<file path="config.mk">
export PLATFORM = sky130hd
export DESIGN_NAME = rca_out_stage
export DESIGN_NICKNAME = d
export VERILOG_FILES = /design/src/rtl/rca_out_stage.sv
export SDC_FILE = /design/constraint.sdc
export NUM_CORES = 1
export LEC_CHECK = 0
export CORE_MARGIN = 3
export CORE_UTILIZATION = 35
export CTS_CLUSTER_DIAMETER = 100
export DETAILED_ROUTE_END_ITERATION = 10
export PLACE_DENSITY_LB_ADDON = 0.15
export SYNTH_ARGS = -nofsm -noshare
export SYNTH_HDL_FRONTEND = slang
export SYNTH_SLANG_ARGS = --single-unit
</file>
<file path="constraint.sdc">
create_clock -name clk -period 4.7 [get_ports clk]
set_input_delay 0.47 -clock clk [delete_from_list [all_inputs] [get_ports clk]]
set_output_delay 0.47 -clock clk [all_outputs]
set_load 0.03 [all_outputs]
</file>
<file path="src/rtl/rca_out_stage.sv">
// Registered output stage for the ripple-carry adder: captures sum/carry plus
// derived status flags into a 2-entry skid buffer and delivers them over valid/ready.
module rca_out_stage #(
    parameter int N     = 8,
    parameter int CNT_W = 16
) (
    input  logic             clk,
    input  logic             rst,
    input  logic             in_valid,
    output logic             in_ready,
    input  logic [N-1:0]     s,
    input  logic             Cout,
    input  logic             x_msb,
    input  logic             y_msb,
    output logic             out_valid,
    input  logic             out_ready,
    output logic [N-1:0]     out_sum,
    output logic             out_cout,
    output logic             out_zero,
    output logic             out_neg,
    output logic             out_ovf,
    output logic [CNT_W-1:0] result_count
);

    localparam int EW = N + 4;

    // State bits are {skid_valid, main_valid}.
    typedef enum logic [1:0] {
        EMPTY = 2'b00,
        ONE   = 2'b01,
        TWO   = 2'b11
    } state_t;

    state_t          state_r;
    logic [EW-1:0]   main_r;
    logic [EW-1:0]   skid_r;
    logic [CNT_W-1:0] count_r;
    logic [EW-1:0]   in_entry_s;
    logic            in_hs_s;
    logic            out_hs_s;

    // Entry layout is {sum, cout, zero, neg, ovf}; flags come from the raw adder inputs.
    function automatic logic [EW-1:0] make_entry(
        input logic [N-1:0] sum,
        input logic         cout,
        input logic         xm,
        input logic         ym
    );
        logic zero;
        logic neg;
        logic ovf;
        zero = (sum == {N{1'b0}});
        neg  = sum[N-1];
        ovf  = (xm == ym) && (neg != xm);
        return {sum, cout, zero, neg, ovf};
    endfunction

    assign in_entry_s = make_entry(s, Cout, x_msb, y_msb);
    // in_ready depends only on registered state and rst, never on out_ready.
    assign in_ready   = !rst && !state_r[1];
    assign out_valid  = state_r[0];
    assign in_hs_s    = in_valid && in_ready;
    assign out_hs_s   = out_valid && out_ready;

    assign out_sum      = main_r[EW-1:4];
    assign out_cout     = main_r[3];
    assign out_zero     = main_r[2];
    assign out_neg      = main_r[1];
    assign out_ovf      = main_r[0];
    assign result_count = count_r;

    // Skid-buffer state machine, storage and delivered-result counter.
    always_ff @(posedge clk) begin
        if (rst) begin
            state_r <= EMPTY;
            main_r  <= {EW{1'b0}};
            skid_r  <= {EW{1'b0}};
            count_r <= {CNT_W{1'b0}};
        end else begin
            case (state_r)
                EMPTY: begin
                    if (in_hs_s) begin
                        main_r  <= in_entry_s;
                        state_r <= ONE;
                    end else begin
                        state_r <= EMPTY;
                    end
                end
                ONE: begin
                    if (in_hs_s && out_hs_s) begin
                        main_r  <= in_entry_s;
                        state_r <= ONE;
                    end else if (out_hs_s) begin
                        state_r <= EMPTY;
                    end else if (in_hs_s) begin
                        skid_r  <= in_entry_s;
                        state_r <= TWO;
                    end else begin
                        state_r <= ONE;
                    end
                end
                TWO: begin
                    if (out_hs_s) begin
                        main_r  <= skid_r;
                        state_r <= ONE;
                    end else begin
                        state_r <= TWO;
                    end
                end
                default: begin
                    state_r <= EMPTY;
                end
            endcase

            if (out_hs_s) begin
                count_r <= count_r + {{(CNT_W-1){1'b0}}, 1'b1};
            end else begin
                count_r <= count_r;
            end
        end
    end

endmodule

</file>
Word level (Yosys, flattened, before mapping)
Index checks and enable logic that the tools add are counted.

Mux-type cells: 10. Bitwise gates (word level): 2. $add $sub $neg: 1. Reductions and logical operators: 12. Eq/ne operators: 7.

Operator list (number): two-way mux 12 bit (3); one-hot mux 12 bit (3 select lines) (1); adder 16 x 1 -> 16 bit, second input constant (1); logical NOT 8 bit (1); two-way mux 2 bit (4); AND reduction 4 bit (2); != test 2 bit, second input constant (3); one-hot mux 2 bit (3 select lines) (1); logical AND 1 bit (5); nonzero test 3 bit (1); == test 2 x 1 -> 1 bit, second input constant (1); == test 2 bit, second input constant (1); logical NOT 1 bit (2); logical NOT 2 bit (1); NOT 1 bit (2); == test 1 bit (1); two-way mux 1 bit (1); != test 1 bit (1).

Input bits: 15. Logic and storage cells: 36. Bits in registers: 42. Output and inout port bits: 30.

Longest topological paths before layout
Gate-level depths: netlist (run 1).

Depth in word-level cells: 7. Depth in mapped cells: 7. Depth with buffers taken out: 6.

Least setup slack after synthesis (run 1)
OpenSTA, ideal clock, no wires.

Path kind: register -> register. From: register state_r[0]. To: register main_r[10]. Buffers on the path: 1. Clock period less this slack: 1.996 ns. Data arrival time: 1.905 ns. Library setup time: 0.091 ns. Required time: 4.609 ns. Cell stages (with the launch flop): 7. Slack: 2.704 ns. Path through: dfxtp_1 > inv_1 > ha_1 > a222oi_1 > buf_2 > a21oi_1 > a311oi_1.

Word-level cells in the longest chain between the ends: 4. Elaborated cells between the ends (all ways): 11. Classes of those cells: 5 x eq/ne; 1 x mux; 5 x reduce/logical.

Ends and longest elaborated chain: start: declaration (RTL line 34) `state_t state_r;`; start signal: assignment (RTL line 75) `state_r <= EMPTY;`; start signal: assignment (RTL line 84) `state_r <= ONE;`; start signal: assignment (RTL line 86) `state_r <= EMPTY;`; logical AND 1 bit (RTL line 63) `assign out_hs_s = out_valid && out_ready;`; logical AND 1 bit (RTL line 90) `if (in_hs_s && out_hs_s) begin`; != test 2 bit (no source line); AND reduction 4 bit (no source line); end signal: assignment (RTL line 76) `main_r <= {EW{1'b0}};`; end signal: assignment (RTL line 91) `main_r <= in_entry_s;`; end signal: assignment (RTL line 104) `main_r <= skid_r;`; end: declaration (RTL line 35) `logic [EW-1:0] main_r;`.

Parallel ways exist; a longest one is shown, timed or not. A chain may end at the register's enable or synchronous reset.

Worst setup path in the final report (run 1)
From: input port rst. To: register skid_r[2].

Word-level cells in the longest chain between the ends: 6.

Ends and longest elaborated chain: start: declaration (RTL line 8) `input logic rst,`; logical NOT 1 bit (RTL line 60) `assign in_ready = !rst && !state_r[1];`; logical AND 1 bit (RTL line 60); logical AND 1 bit (RTL line 62) `assign in_hs_s = in_valid && in_ready;`; logical AND 1 bit (RTL line 90); NOT 1 bit (no source line); AND reduction 4 bit (no source line); end signal: assignment (RTL line 77) `skid_r <= {EW{1'b0}};`; end signal: assignment (RTL line 96) `skid_r <= in_entry_s;`; end: declaration (RTL line 36) `logic [EW-1:0] skid_r;`.

Parallel ways exist; a longest one is shown, timed or not.

==> results.sh, run 1 <==
export IMPL_cts_root_buf="clkbuf_8"
export IMPL_p_int_w=0.0005262
export IMPL_synth_edf_count=0
export IMPL_area_growth_pct=32.43
export IMPL_path_clk_slew_ns=0.08
export IMPL_wl_per_cell_um=13.04
export IMPL_grt_pass1_vias=1453
export IMPL_crit_path_cell_trace="clkdlybuf4s50_1, nor2_1, nand4_1, or3_1, a21oi_1"
export IMPL_period_needed_ns=2.735
export IMPL_whs_ns=0.4598
export IMPL_pre_cts_ws_ns=1.621
export IMPL_stdcell_count=305
export IMPL_hold_viol=0
export IMPL_combPwrFrac_pct=17.6
export IMPL_fmax_mhz=365.6
export IMPL_die_w_um=77.75
export IMPL_grt_usage_pct=13.72
export IMPL_ys_warn_count=0
export IMPL_postSynthAreaPerCell_um2=9.192
export IMPL_switching_share_pct=27.61
export IMPL_dieArea_um2=6045
export IMPL_switchingPower_w=0.0002007
export IMPL_place_detailed_instances=297
export IMPL_yosysUniqueCellTypes=29
export IMPL_vias=1541
export IMPL_ys_flop_type="dfxtp_1"
export IMPL_crit_family="simple AND/OR/NAND/NOR gates"
export IMPL_route_detailed_drc=0
export IMPL_skew_ns=0.003687
export IMPL_viasPerCell=5.052
export IMPL_rsz0062_at_grt="no"
export IMPL_fin_ws_ns=1.965
export IMPL_critPathLaunchType="input pin"
export IMPL_max_stage_delay_ns=0.78
export IMPL_pin_count=45
export IMPL_path_max_fanout=20
export IMPL_crit_path_end_kind="flop"
export IMPL_crit_required_ns=4.92
export IMPL_gp_congestion=0.7436
export IMPL_clock_sinks=40
export IMPL_netlist_top_cells_count="dfxtp_1 (40), nor2_1 (22), a21oi_1 (21)"
export IMPL_maxCapViolCount=0
export IMPL_syn_nets=216
export IMPL_cts_made_buffers=5
export IMPL_final_nets=257
export IMPL_cts_tree="yes"
export IMPL_synth_top_area_share_pct=44.44
export IMPL_status="finished clean"
export IMPL_p_leak_nw=0.8689
export IMPL_antenna_found_initial=0
export IMPL_clk_latency_ns=0.29
export IMPL_seqPwrFrac_pct=50.0
export IMPL_slew_limit_headroom_pct=42.88
export IMPL_power_w=0.0007269
export IMPL_hold_class="reg -> reg"
export IMPL_start_util_pct=37.16
export IMPL_numPortBuffers=44
export IMPL_synthCells=196
export IMPL_grt_max_degree=23
export IMPL_synth_area_leaders="dfxtp_1 (44%), mux2i_1 (11%), a21oi_1 (5.8%)"
export IMPL_async_flop_share_pct=0
export IMPL_synth_top_area_cell="dfxtp_1"
export IMPL_postCtsHoldBufs=0
export IMPL_n_fill_cell=489
export IMPL_critPathKind="in -> reg"
export IMPL_cts_max_level=2
export IMPL_pwr_density_cell_nw_per_um2=304.6
export IMPL_period_share_pct=58.20
export IMPL_post_cts_buffers=0
export IMPL_max_slew_worst_pin_slew_ns=0.8542
export IMPL_wl_mm=3.977
export IMPL_critical_path_buf_inv_count=1
export IMPL_drt_pass1_iter_count=4
export IMPL_die_h_um=77.75
export IMPL_drt_iter0_markers=66
export IMPL_diodes=0
export IMPL_ir_drop_mv=0.1825
export IMPL_cts_resized_gates=0
export IMPL_gr_total_overflow=0
export IMPL_clk_path_buf_depth=2
export IMPL_drive_above_1_share_pct=5.042
export IMPL_grt_pass1_wl_mm=6.741
export IMPL_final_antenna_net_count=0
export IMPL_synth_most_common_cell="dfxtp_1"
export IMPL_finalMaxSlewViolations=0
export IMPL_cp_arrival_ns=2.96
export IMPL_core_region_area_um2=4848
export IMPL_core_rowCount=25
export IMPL_finalSetupTns_ns=0
export IMPL_synth_seq_cells=40
export IMPL_syn_area_um2=1802
export IMPL_seq_area_frac_synth_pct=44.44
export IMPL_cpMaxStageDelayCell="clkdlybuf4s50_1"
export IMPL_dp_hpwl_mm=2.705
export IMPL_setup_violations=0
export IMPL_pwr_share_clk_pct=32.5
[stage by stage]
step	cell area (um2)	util, %
3_3_place_gp	2293	47.30
6_report	2386	49.21
2_1_floorplan	1802	-
5_1_grt	2386	49.21
3_5_place_dp	2293	47.30
4_1_cts	2386	49.21
[cell families after synthesis]
| group | after synthesis | share of synthesized area [%] |
|---|---|---|
| fa+ha+maj | 5 | 3.472 |
| flops | 40 | 44.44 |
| buf+inv | 17 | 3.889 |
| simple gates | 62 | 17.29 |
| mux | 19 | 10.56 |
| xor+xnor | 9 | 4.375 |
| compound gates | 44 | 15.97 |
[power groups by stage]
stage / Sequential, W / Clock, W / Combinational (W)
4_1_cts: 0.000364 / 0.000243 / 0.000128
2_1_floorplan: 0.000394 / 0 / 0.0000511
5_1_grt: 0.000366 / 0.000253 / 0.000139
3_5_place_dp: 0.000371 / 0 / 0.000128
6_report: 0.000363 / 0.000236 / 0.000128
3_3_place_gp: 0.000372 / 0 / 0.000127
[tightest hold or removal path, cell delays in order (launching register included)]
cell,delay (ns)
dfxtp_1,0.32
nand2_1,0.05
a21oi_1,0.05
[cell usage in the layout (no fill, tap or decap), drive strengths merged]
cell / synthesis / final
xor2: 9 / 9
ha: 5 / 5
a21bo: 1 / 1
a222oi: 1 / 1
o2111ai: 1 / 1
o21a: 1 / 1
and4: 3 / 3
nand2b: 2 / 2
clkbuf: 10 / 6
nand3: 8 / 8
or3b: 1 / 1
buf: 3 / 3
clkdlybuf4s50: 0 / 44
nor3: 1 / 1
nand2: 11 / 11
or3: 3 / 3
and3: 1 / 1
nand4: 4 / 4
a21boi: 1 / 1
a21oi: 21 / 21
dfxtp: 40 / 40
clkinv: 0 / 2
o21ai: 3 / 3
mux2i: 19 / 19
o31ai: 4 / 4
inv: 4 / 4
o22ai: 1 / 1
a311oi: 10 / 10
nor2: 22 / 22
or4: 6 / 6
[worst paths after layout]
kind                            startpoint   endpoint  slack, ns  cells past startpoint
worst max register to register  state_r[0]  skid_r[2]       2.42                      4
worst min-delay path             skid_r[2]  skid_r[2]       0.46                      2
worst max-delay path                   rst  skid_r[2]       1.96                      5
worst min register to register   skid_r[2]  skid_r[2]       0.46                      2
[state kept, by name (all words and copies together) (netlist names)]
signal        cells
main_r           11
state_r           2
skid_r           11
result_count     16
[per-layer routing]
| metal | up-vias | global-route usage (%) | part of all wire [%] |
|---|---|---|---|
| met1 | 703 | 17.95 | 48 |
| met3 | 4 | 3.596 | 4.8 |
| met5 | - | 0 | 0 |
| met2 | 37 | 21.75 | 46 |
| met4 | 0 | 4.804 | 1.0 |
| li1 | 797 | - | - |
[layout make-up]
type / count / area [um2] / share of cell area, %
tap: 67 / 83.83 / 3.513
timing repair buffer: 47 / 462.9 / 19.40
inverter: 4 / 15.01 / 0.6293
clock buffer: 6 / 82.58 / 3.461
multi-input combinational: 139 / 930.9 / 39.01
sequential: 40 / 800.8 / 33.56
clock inverter: 2 / 10.01 / 0.4195
Note: power is estimated with default switching activity, not from simulation.
==> run 2: changes to the inputs <==
==> constraint.sdc (replaced) <==
create_clock -name clk -period 2.32 [get_ports clk]
set_input_delay 0.232 -clock clk [delete_from_list [all_inputs] [get_ports clk]]
set_output_delay 0.232 -clock clk [all_outputs]
set_load 0.03 [all_outputs]
==> results.sh, run 2 (same netlist as run 1, synthesis figures left out) <==
export IMPL_path_max_fanout=22
export IMPL_critical_path_buf_inv_count=2
export IMPL_hold_path_cell_count=2
export IMPL_wl_per_cell_um=13.00
export IMPL_pre_cts_ws_ns=0.1794
export IMPL_n_fill_cell=482
export IMPL_p_leak_nw=0.8921
export IMPL_cpMaxStageDelayCell="dfxtp_1"
export IMPL_slew_limit_headroom_pct=70.62
export IMPL_dp_hpwl_mm=2.746
export IMPL_cts_root_buf="clkbuf_8"
export IMPL_rr_endpoint="main_r[7]"
export IMPL_pin_count=45
export IMPL_wl_mm=4.018
export IMPL_final_antenna_net_count=0
export IMPL_largest_register_ffs=16
export IMPL_drt_pass1_iter_count=4
export IMPL_grt_pass1_wl_mm=6.644
export IMPL_placed_cell_area_um2=2321
export IMPL_post_cts_buffers=0
export IMPL_path_clk_slew_ns=0.08
export IMPL_pwr_density_cell_nw_per_um2=639.7
export IMPL_antenna_found_initial=0
export IMPL_gr_total_overflow=0
export IMPL_grt_usage_pct=13.83
export IMPL_max_stage_delay_ns=0.50
export IMPL_area_growth_pct=34.79
export IMPL_fmax_mhz=525.0
export IMPL_cts_made_buffers=5
export IMPL_final_nets=261
export IMPL_final_area_um2=2429
export IMPL_clk_path_buf_depth=2
export IMPL_core_region_area_um2=4848
export IMPL_critPathLaunchType="flop"
export IMPL_numPortBuffers=44
export IMPL_start_util_pct=37.16
export IMPL_vias=1519
export IMPL_setup_violations=0
export IMPL_crit_family="compound AO/OA/AOI/OAI gates"
export IMPL_ff2ff_setup_slack_ns=0.42
export IMPL_finalMaxSlewViolations=0
export IMPL_finalSetupTns_ns=0
export IMPL_core_rowCount=25
export IMPL_die_h_um=77.75
export IMPL_clock_sinks=40
export IMPL_gp_congestion=0.7848
export IMPL_skew_ns=0.004979
export IMPL_drt_iter0_markers=83
export IMPL_grt_pass1_vias=1467
export IMPL_hold_class="reg -> reg"
export IMPL_fin_ws_ns=0.4152
export IMPL_rr_startpoint="state_r[0]"
export IMPL_postCtsHoldBufs=0
export IMPL_cts_resized_gates=0
export IMPL_rsz0062_at_grt="no"
export IMPL_grt_max_degree=40
export IMPL_hold_viol=0
export IMPL_critPathKind="reg -> reg"
export IMPL_cts_max_level=2
export IMPL_clk_latency_ns=0.29
export IMPL_period_share_pct=82.10
export IMPL_crit_required_ns=2.51
export IMPL_rr_worst_depth=6
export IMPL_maxCapViolCount=0
export IMPL_diodes=0
export IMPL_min_to="skid_r[2]"
export IMPL_cp_arrival_ns=2.10
export IMPL_crit_path_end_kind="flop"
export IMPL_die_w_um=77.75
export IMPL_period_needed_ns=1.905
export IMPL_ir_drop_mv=0.3211
export IMPL_crit_path_cell_trace="inv_1, ha_1, a222oi_1, buf_4, a21oi_1, a311oi_1"
export IMPL_viasPerCell=4.916
export IMPL_drive_above_1_share_pct=6.612
export IMPL_status="finished clean"
export IMPL_cts_tree="yes"
export IMPL_most_common_layout_cells="clkdlybuf4s50_1 (43), dfxtp_1 (40), nor2_1 (22)"
export IMPL_dieArea_um2=6045
export IMPL_final_common_cell="clkdlybuf4s50_1"
export IMPL_route_detailed_drc=0
export IMPL_hp_start="skid_r[2]"
export IMPL_max_slew_worst_pin_slew_ns=0.4407
[run 2: worst min-delay path, stage by stage (launching register included)]
cell     delay, ns
dfxtp_1       0.32
nand2_1       0.05
a21oi_1       0.06
[run 2: cell type report]
type                    instances  area (um2)  share of cell area, %
clock buffers                   6       72.57                  2.988
clock inverters                 2       35.03                  1.443
inverters                       4       15.01                 0.6182
multi-input cells             139       930.9                  38.33
flip-flops and latches         40       800.8                  32.97
well taps                      67       83.83                  3.452
repair buffers                 51       490.5                  20.20
[run 2: how the worst max path moves through the flow]
stage / startpoint / end / slack, ns / depth (start not counted)
5_1_grt: state_r[0] / main_r[5] / 0.22 / 6
6_report: state_r[0] / main_r[7] / 0.42 / 6
2_1_floorplan: state_r[0] / main_r[10] / 0.32 / 6
4_1_cts: state_r[0] / main_r[2] / 0.42 / 6
3_5_place_dp: in_valid / main_r[2] / 0.18 / 6
3_3_place_gp: in_valid / main_r[7] / 0.24 / 6
[run 2: metal layers]
layer,GRT usage [%],vias up,part of all wire (%)
li1,-,805,-
met1,17.27,679,49
met2,21.83,30,45
met3,3.828,5,4.6
met4,6.762,0,1.2
met5,0,-,0
[run 2: metrics by stage]
stage                     util [%]  hold WS, ns  total power [W]  cells
final                        50.09       0.4702         0.001554    309
after global placement       47.87       0.4455         0.001013    301
after CTS                    50.09       0.4755         0.001575    309
after floorplan                  -       0.3759        0.0009026    196
after detailed placement     47.87       0.4648         0.001014    301
after global routing         50.09       0.4994         0.001631    309
[run 2: report_power, final]
| group | switching [W] | total (W) | internal, W |
|---|---|---|---|
| clock network | 0.000236 | 0.000555 | 0.000319 |
| registers | 0.0000219 | 0.000738 | 0.000716 |
| logic | 0.000146 | 0.000261 | 0.000114 |
==> run 3: changes to the inputs <==
==> constraint.sdc (replaced) <==
create_clock -name clk -period 1.8 [get_ports clk]
set_input_delay 0.18 -clock clk [delete_from_list [all_inputs] [get_ports clk]]
set_output_delay 0.18 -clock clk [all_outputs]
set_load 0.03 [all_outputs]
==> results.sh, run 3 (same netlist as run 1, synthesis figures left out) <==
export IMPL_cts_tree="yes"
export IMPL_antenna_found_initial=0
export IMPL_start_util_pct=37.16
export IMPL_final_common_cell="clkdlybuf4s50_1"
export IMPL_diodes=0
export IMPL_die_h_um=77.75
export IMPL_cp_arrival_ns=1.99
export IMPL_hold_class="in -> reg"
export IMPL_hold_viol=0
export IMPL_wl_per_cell_um=13.03
export IMPL_fmax_mhz=557.5
export IMPL_route_detailed_drc=0
export IMPL_die_w_um=77.75
export IMPL_area_growth_pct=48.82
export IMPL_clock_sinks=40
export IMPL_fin_util_pct=55.30
export IMPL_drive_above_1_share_pct=18.11
export IMPL_fin_ws_ns=0.006270
export IMPL_max_slew_worst_pin_slew_ns=0.4254
export IMPL_cts_made_buffers=5
export IMPL_layout_area_seq_um2=808.3
export IMPL_final_nets=284
export IMPL_slew_limit_headroom_pct=71.64
export IMPL_crit_path_end_kind="flop"
export IMPL_skew_ns=0.002825
export IMPL_viasPerCell=4.946
export IMPL_finalMaxSlewViolations=0
export IMPL_grt_pass1_wl_mm=7.217
export IMPL_drt_pass1_iter_count=4
export IMPL_most_common_layout_cells="clkdlybuf4s50_1 (42), dfxtp_1 (36), buf_4 (26)"
export IMPL_ir_drop_mv=0.3109
export IMPL_cpMaxStageDelayCell="clkdlybuf4s50_1"
export IMPL_grt_max_degree=40
export IMPL_finalSetupTns_ns=0
export IMPL_drt_iter0_markers=88
export IMPL_cpMostUsedCell="buf_4"
export IMPL_period_needed_ns=1.794
export IMPL_grt_pass1_vias=1558
export IMPL_maxCapViolCount=0
export IMPL_pin_count=45
export IMPL_critPathKind="in -> reg"
export IMPL_crit_path_cell_trace="clkdlybuf4s50_1, or3b_4, a222oi_1, buf_4, buf_4, a21oi_1, a311oi_1"
export IMPL_cts_max_level=2
export IMPL_vias=1642
export IMPL_core_rowCount=25
export IMPL_p_leak_nw=1.032
export IMPL_dieArea_um2=6045
export IMPL_path_clk_slew_ns=0.07
export IMPL_crit_required_ns=2.00
export IMPL_numPortBuffers=44
export IMPL_grt_usage_pct=14.81
export IMPL_clk_path_buf_depth=2
export IMPL_clk_latency_ns=0.29
export IMPL_largest_register_ffs=16
export IMPL_gr_total_overflow=0
export IMPL_dp_hpwl_mm=3.033
export IMPL_pwr_density_cell_nw_per_um2=745.3
export IMPL_setup_violations=0
export IMPL_cts_root_buf="clkbuf_8"
export IMPL_path_max_fanout=5
export IMPL_pre_cts_ws_ns=-0.2715
export IMPL_final_antenna_net_count=0
export IMPL_n_fill_cell=448
export IMPL_critPathLaunchType="input pin"
export IMPL_max_stage_delay_ns=0.42
export IMPL_gp_congestion=0.7999
export IMPL_rsz0062_at_grt="yes"
export IMPL_multi_input_area_um2=950.9
export IMPL_wl_mm=4.327
export IMPL_core_region_area_um2=4848
export IMPL_period_share_pct=99.65
export IMPL_status="finished clean"
run 3: cell count changes in the layout (fill, tap and decap cells not counted), sizes merged:
cell and delta:
clkdlybuf4s50 -1, bufinv -1, clkbuf +3, clkinv -1, dlymetal6s2s +1, buf +22
run 3: cell type report:
class	instances	share of cell area, %
Tap cell	67	3.126
Inverter	4	0.5600
Clock buffer	8	3.360
Timing Repair Buffer	74	27.34
Multi-Input combinational cell	139	35.46
Sequential cell	40	30.14
run 3: power by group:
group	switching, W	internal (W)	leakage [nW]
clock network	0.000300	0.000313	0.0455
logic	0.000210	0.000226	0.659
registers	0.0000264	0.000922	0.327
total	0.000537	0.00146	1.03
run 3: worst paths after layout:
check	start	slack [ns]	endpoint	depth (start not counted)
setup / recovery	rst	0.006	main_r[1]	7
hold / removal	in_valid	0.37	skid_r[2]	4
setup reg to reg	state_r[1]	0.02	main_r[1]	6
hold reg to reg	skid_r[2]	0.46	skid_r[2]	2
run 3: stage by stage:
step                      cell area, um2  total power [W]  std cells  hold WS, ns
after floorplan                     1821         0.001162        196       0.3239
after global placement              2515         0.001366        319       0.4446
after CTS                           2605         0.001982        327       0.4650
after detailed placement            2515         0.001369        319       0.4547
final                               2681         0.001998        332       0.3720
after global routing                2681         0.002104        332       0.4591
run 3: worst max-delay path, delay by kind of cell:
family | cells | cell delay, ns
buffers and inverters | 3 | 0.77
AOI/OAI and AO/OA | 3 | 0.62
and+or+nand+nor | 1 | 0.41
run 3: timing repair:
| action | 4_1_cts | 5_1_grt |
|---|---|---|
| setup endpoints to repair | 0 | 9 |
| buffers inserted | 0 | 4 |
| hold buffers | 0 | 0 |
| gates resized for setup | 0 | 7 |
run 3: metal layers:
metal,GRT usage (%),vias up,wire [um]
met3,4.640,5,175
met5,0,-,0
li1,-,852,-
met1,21.94,751,2261
met2,20.72,34,1854
met4,3.381,0,36
